`src/rtl/muldiv_pkg.sv`:
```
// Shared definitions for the iterative HI/LO multiply/divide unit:
// operation encodings, controller states and iteration count.
package muldiv_pkg;

  localparam int ITER  = 32;
  localparam int CNT_W = $clog2(ITER);

  typedef enum logic [1:0] {
    OP_MULT  = 2'b00,
    OP_MULTU = 2'b01,
    OP_DIV   = 2'b10,
    OP_DIVU  = 2'b11
  } op_e;

  typedef enum logic [1:0] {
    IDLE,
    CALC,
    FIX
  } state_e;

  function automatic logic op_is_div(input op_e o);
    return (o == OP_DIV) || (o == OP_DIVU);
  endfunction

  function automatic logic op_is_signed(input op_e o);
    return (o == OP_MULT) || (o == OP_DIV);
  endfunction

endpackage

```
`src/rtl/muldiv_seq_addsub_33.sv`:
```
// Shared add/subtract stage: a + (sub ? ~b : b) + sub, with the carry-out
// returned as the top bit of sum.
module addsub_33 #(
  parameter int W = 32
) (
  input  logic [W-1:0] a,
  input  logic [W-1:0] b,
  input  logic         sub,
  output logic [W:0]   sum
);

  logic [W-1:0] b_eff;

  always_comb begin
    b_eff = sub ? ~b : b;
    sum   = {1'b0, a} + {1'b0, b_eff} + {{W{1'b0}}, sub};
  end

endmodule

```
`src/rtl/muldiv_seq.sv`:
```
// Iterative 32-bit MULT/MULTU/DIV/DIVU unit producing HI/LO in 33 cycles:
// one radix-2 step per cycle through a single shared add/subtract stage.
module muldiv_seq
  import muldiv_pkg::*;
#(
  parameter int WIDTH = 32
) (
  input  logic             clk,
  input  logic             rst,
  input  logic             start,
  input  logic [1:0]       op,
  input  logic [WIDTH-1:0] a,
  input  logic [WIDTH-1:0] b,
  input  logic             hi_we,
  input  logic             lo_we,
  input  logic [WIDTH-1:0] wdata,
  output logic             busy,
  output logic             done,
  output logic [WIDTH-1:0] hi,
  output logic [WIDTH-1:0] lo
);

  localparam logic [WIDTH-1:0]   ONE  = {{(WIDTH-1){1'b0}}, 1'b1};
  localparam logic [2*WIDTH-1:0] ONE2 = {{(2*WIDTH-1){1'b0}}, 1'b1};

  // Control state
  state_e           state_q, state_d;
  logic [CNT_W-1:0] count_q, count_d;
  logic             done_q,  done_d;
  logic [WIDTH-1:0] hi_q,    hi_d;
  logic [WIDTH-1:0] lo_q,    lo_d;

  // Datapath: r = accumulator / partial remainder,
  //           x = multiplier / dividend-then-quotient,
  //           y = multiplicand / divisor.
  op_e              op_q,    op_d;
  logic             a_neg_q, a_neg_d;
  logic             b_neg_q, b_neg_d;
  logic             dz_q,    dz_d;
  logic [WIDTH-1:0] r_q,     r_d;
  logic [WIDTH-1:0] x_q,     x_d;
  logic [WIDTH-1:0] y_q,     y_d;

  logic [WIDTH-1:0] add_a;
  logic             add_sub;
  logic [WIDTH:0]   add_sum;
  logic [WIDTH-1:0] rem_shift;

  op_e                op_in;
  logic [WIDTH-1:0]   a_mag, b_mag;
  logic               div_ok;
  logic [WIDTH:0]     prod;
  logic [2*WIDTH-1:0] p_neg;

  addsub_33 #(.W(WIDTH)) u_addsub (
    .a   (add_a),
    .b   (y_q),
    .sub (add_sub),
    .sum (add_sum)
  );

  always_comb begin
    rem_shift = {r_q[WIDTH-2:0], x_q[WIDTH-1]};
    if (op_is_div(op_q)) begin
      add_a   = rem_shift;
      add_sub = 1'b1;
    end else begin
      add_a   = r_q;
      add_sub = 1'b0;
    end
  end

  always_comb begin
    // NOTE: every target gets a default before the case so no path leaves it unassigned (no latch).
    state_d = state_q;
    count_d = count_q;
    done_d  = 1'b0;
    hi_d    = hi_q;
    lo_d    = lo_q;
    op_d    = op_q;
    a_neg_d = a_neg_q;
    b_neg_d = b_neg_q;
    dz_d    = dz_q;
    r_d     = r_q;
    x_d     = x_q;
    y_d     = y_q;
    op_in   = op_e'(op);
    a_mag   = a;
    b_mag   = b;
    div_ok  = 1'b0;
    prod    = '0;
    p_neg   = '0;

    unique case (state_q)
      IDLE: begin
        if (hi_we) hi_d = wdata;
        if (lo_we) lo_d = wdata;
        if (start) begin
          op_d    = op_in;
          a_neg_d = op_is_signed(op_in) & a[WIDTH-1];
          b_neg_d = op_is_signed(op_in) & b[WIDTH-1];
          a_mag   = a_neg_d ? (~a + ONE) : a;
          b_mag   = b_neg_d ? (~b + ONE) : b;
          dz_d    = op_is_div(op_in) && (b == '0);
          r_d     = '0;
          if (op_is_div(op_in)) begin
            x_d = a_mag;
            y_d = b_mag;
          end else begin
            x_d = b_mag;
            y_d = a_mag;
          end
          count_d = '0;
          state_d = CALC;
        end
      end

      CALC: begin
        if (op_is_div(op_q)) begin
          // A set bit shifted out of r means the 33-bit partial remainder
          // already exceeds any 32-bit divisor, so the subtract must succeed.
          div_ok = add_sum[WIDTH] | r_q[WIDTH-1];
          r_d    = div_ok ? add_sum[WIDTH-1:0] : rem_shift;
          x_d    = {x_q[WIDTH-2:0], div_ok};
        end else begin
          prod = x_q[0] ? add_sum : {1'b0, r_q};
          r_d  = prod[WIDTH:1];
          x_d  = {prod[0], x_q[WIDTH-1:1]};
        end
        count_d = count_q + CNT_W'(1);
        if (count_q == CNT_W'(ITER - 1)) state_d = FIX;
      end

      FIX: begin
        if (op_is_div(op_q)) begin
          // Divide by zero leaves quotient all-ones and r = |a|, so the
          // dividend-sign fixup of r restores the raw dividend in hi.
          lo_d = dz_q ? '1 : ((a_neg_q ^ b_neg_q) ? (~x_q + ONE) : x_q);
          hi_d = a_neg_q ? (~r_q + ONE) : r_q;
        end else begin
          p_neg = ~{r_q, x_q} + ONE2;
          {hi_d, lo_d} = (a_neg_q ^ b_neg_q) ? p_neg : {r_q, x_q};
        end
        done_d  = 1'b1;
        count_d = '0;
        state_d = IDLE;
      end

      default: state_d = IDLE;
    endcase
  end

  always_ff @(posedge clk) begin
    if (rst) begin
      state_q <= IDLE;
      count_q <= '0;
      done_q  <= 1'b0;
      hi_q    <= '0;
      lo_q    <= '0;
    end else begin
      state_q <= state_d;
      count_q <= count_d;
      done_q  <= done_d;
      hi_q    <= hi_d;
      lo_q    <= lo_d;
    end
  end

  // NOTE: operand registers are left unreset; they are always loaded by an accepted start before use.
  always_ff @(posedge clk) begin
    op_q    <= op_d;
    a_neg_q <= a_neg_d;
    b_neg_q <= b_neg_d;
    dz_q    <= dz_d;
    r_q     <= r_d;
    x_q     <= x_d;
    y_q     <= y_d;
  end

  assign busy = (state_q != IDLE);
  assign done = done_q;
  assign hi   = hi_q;
  assign lo   = lo_q;

endmodule

```
`config.mk`:
```
export PLATFORM = sky130hd
export DESIGN_NAME = muldiv_seq
export DESIGN_NICKNAME = d
export VERILOG_FILES = /design/src/rtl/muldiv_pkg.sv /design/src/rtl/muldiv_seq_addsub_33.sv /design/src/rtl/muldiv_seq.sv
export SDC_FILE = /design/constraint.sdc
export NUM_CORES = 1
export LEC_CHECK = 0
export BUFFER_PORTS_ARGS = -buffer_cell sky130_fd_sc_hd__buf_2
export CAP_MARGIN = 10
export CORE_ASPECT_RATIO = 1.4
export CORE_UTILIZATION = 40
export CTS_CLUSTER_DIAMETER = 200
export DETAILED_ROUTE_END_ITERATION = 12
export SYNTH_ARGS = -nofsm -noshare
export SYNTH_HDL_FRONTEND = slang
export SYNTH_SLANG_ARGS = --single-unit
```
`constraint.sdc`:
```
create_clock -name clk -period 8.19 [get_ports clk]
set_input_delay 1.2285 -clock clk [delete_from_list [all_inputs] [get_ports clk]]
set_output_delay 1.2285 -clock clk [all_outputs]
set_load 0.01 [all_outputs]
```
==> impl_metrics.toml <==
[timing]
period_needed_ps = 5460
skew_ps = 9.00
tightest_slew_ps = 1190
setup_viol = 0
drv_slew = 0
relSlewSlack_pct = 20.6
fmax_mhz = 183
setup_tns_ps = 0
finalHoldViolCount = 0
rsz0062_at_grt = "false"
period_share_pct = 66.7

[global_routing]
grt_pass1_wl_mm = 71.2
groute.layer.met1.usage_pct = 32.5
grt_pass1_vias = 12338
grt.busiest_layer = "met2"
grt.overflow.total = 0
grt_use_met2_pct = 43.1
grt_start_max_net_pins = 176
use_met3_pct = 3.27
antenna_found_initial = 0
grt_usage_pct = 25.8

[pwr]
swShare_pct = 39.4
combPwrFrac_pct = 38.3
p_sw_mw = 1.25
p_clk_share_pct = 25.1
ir_drop_mv = 0.159
pwr-share-seq_pct = 36.5
power_density_nw_per_um2 = 204
p_leak_nw = 6.02
finalPower_mw = 3.17
p_int_mw = 1.92

[place]
placed_area_sq_um = 15000
placed_cells = 2177
io_buffers = 168
place_hpwl_mm = 35.3
gp_congestion = 0.971

[layout]
nFillCells = 3430
final_common_cell = "a21oi_1"
nets = 1886
antennaDiodeCount = 0
area_growth_pct = 11.5
final_cell_mix = "a21oi_1, buf_2, nor2_1, nand2_1, edfxtp_1"
final_cells = 2209
finalInstanceArea_sq_um = 15600
layout-drive-gt1-share_pct = 15.7

[die]
boundaryPins = 169
die_x_um = 160
rows = 80
initial_core_util_pct = 40.8
die_area_sq_um = 35700
core_sq_um = 34200
fp.dieH_um = 223

[setup_path]
crit_arrival_ps = 5710
r2r_slack_ps = 2730
crit_family = "compound AO/OA/AOI/OAI gates"
crit_path_frequent_cell = "a211oi_1"
cpPeakStageDelay_ps = 1000
crit_slowest_cell = "a211oi_2"
endpoint_kind = "register"
path_class = "register to register"
path_max_fanout = 175
cp.required_ps = 8440
path_cells = "buf_12, o21ai_0, fa_1, a211oi_1, o211ai_1, a311oi_1, o21ai_1, a211oi_2, a211oi_1, a2111oi_0"
cp-start-kind = "register"
crit_buf_inv = 1

[run]
drv_cap = 0

[synthesis]
seq_area_frac_synth_pct = 31.8
ys_async_sr_fraction_pct = 0
syn_nets = 1821
synth-main-ff-cell = "edfxtp_1"
yosys.area.top_type = "edfxtp_1"
synthTopCellsByArea = "edfxtp_1, dfxtp_1, a21oi_1, xor2_1, mux2i_1"
synth_seq_cells = 172
synth_area_sq_um = 14000
yosys_warnings = 0
synth_enable_flop_cells = 100
synthCells = 1680
syn_area_per_cell_sq_um = 8.32
yosys.area.top_type_share_pct = 21.5
ys_types = 68

[clocking]
path_clk_slew_ps = 70
cts_tree = "built"
cts_sinks = 172
cts-root-buf = "clkbuf_16"
clk_latency_ps = 460
postCtsHoldBufs = 0
cts.path.max_buffers = 2
post_cts_resized = 0
post_cts_buffers = 0
cts_max_level = 4
cts-buffers-inserted = 17

[detailed_routing]
via_per_inst = 5.98
wl_mm = 46.6
drt_iter0_markers = 1169
num_vias = 13208
postRouteAntennaNets = 0
drcViolationCount = 0
wl_per_cell_um = 21.1
firstDrtPassIters = 5

[status]
status = "completed"

[min_path]
hold_class = "register to register"
==> cells by family (layout without fill, tap and decap cells) <==
| group | count (synthesis) | in the layout | share of synthesized area [%] |
|---|---|---|---|
| adders and majority gates | 38 | 38 | 3.45 |
| AOI/OAI and AO/OA | 511 | 511 | 23.5 |
| xor gates and xnor gates | 181 | 181 | 11.3 |
| and+or+nand+nor | 491 | 491 | 16.7 |
| DFF | 172 | 172 | 31.8 |
| buffers and inverters | 172 | 250 | 4.68 |
| muxes | 115 | 115 | 8.56 |
==> path summary, 6_finish.rpt <==
path,depth (start not counted),to,from
min reg2reg,2,lo[3],lo[3]
max reg2reg,10,r_q[29],op_q[1]
max,10,r_q[29],op_q[1]
min,2,lo[3],lo[3]
==> synth_stat cells, types with 22 or more instances <==
cell / instances
a211oi_1: 52
a21oi_1: 179
a31oi_1: 27
clkbuf_1: 117
dfxtp_1: 72
edfxtp_1: 100
ha_1: 37
inv_1: 32
mux2_2: 37
mux2i_1: 78
nand2_1: 148
nor2_1: 151
nor3_1: 37
nor4_1: 31
o211ai_1: 22
o21ai_0: 79
o221ai_1: 34
xnor2_1: 84
xor2_1: 97
==> worst reg2reg max path, delay by kind of cell (launching register included) <==
kind	cells	cell delay [ps]
adders and majority gates	1	590
DFF	1	370
buffers and inverters	1	580
AOI/OAI and AO/OA	8	3720
==> registers in the layout, indices dropped and copies added, names as in the netlist <==
name	count
a_neg_q	1
state_q	2
done	1
count_q	5
y_q	32
b_neg_q	1
lo	32
hi	32
dz_q	1
x_q	32
op_q	1
r_q	32
==> routing by layer <==
metal,share of wire [%],wire length (um)
met5,0,0
met4,4.5,2080
met3,5.6,2610
met2,47,22100
met1,43,19800
==> per-stage QoR <==
| stage | util [%] | setup WS (ps) | hold WS, ps |
|---|---|---|---|
| CTS | 45.5 | 2820 | 455 |
| global route | 45.5 | 2240 | 472 |
| floorplan | - | 3290 | 471 |
| finish | 45.5 | 2730 | 450 |
| detailed placement | 43.9 | 2920 | 445 |
| global placement | 43.9 | 3030 | 441 |
==> power groups by stage <==
stage               sequential, mW  combinational, mW  clock, mW
global placement              1.17               1.19          0
detailed placement            1.17               1.20          0
finish                        1.16               1.22      0.797
global route                  1.17               1.33      0.842
floorplan                     1.10              0.898          0
CTS                           1.15               1.20      0.809
==> area by class of cell <==
type                       instances  area, sq um  share of cell area (%)
inverter                          34          128                   0.819
clock inverter                    13          113                   0.722
sequential                       172         4440                    28.5
tap                              451          564                    3.62
clock buffer                      19          443                    2.84
timing repair buffer             184          973                    6.25
multi-input combinational       1336         8920                    57.2
Power figures use the tool's default switching activity.
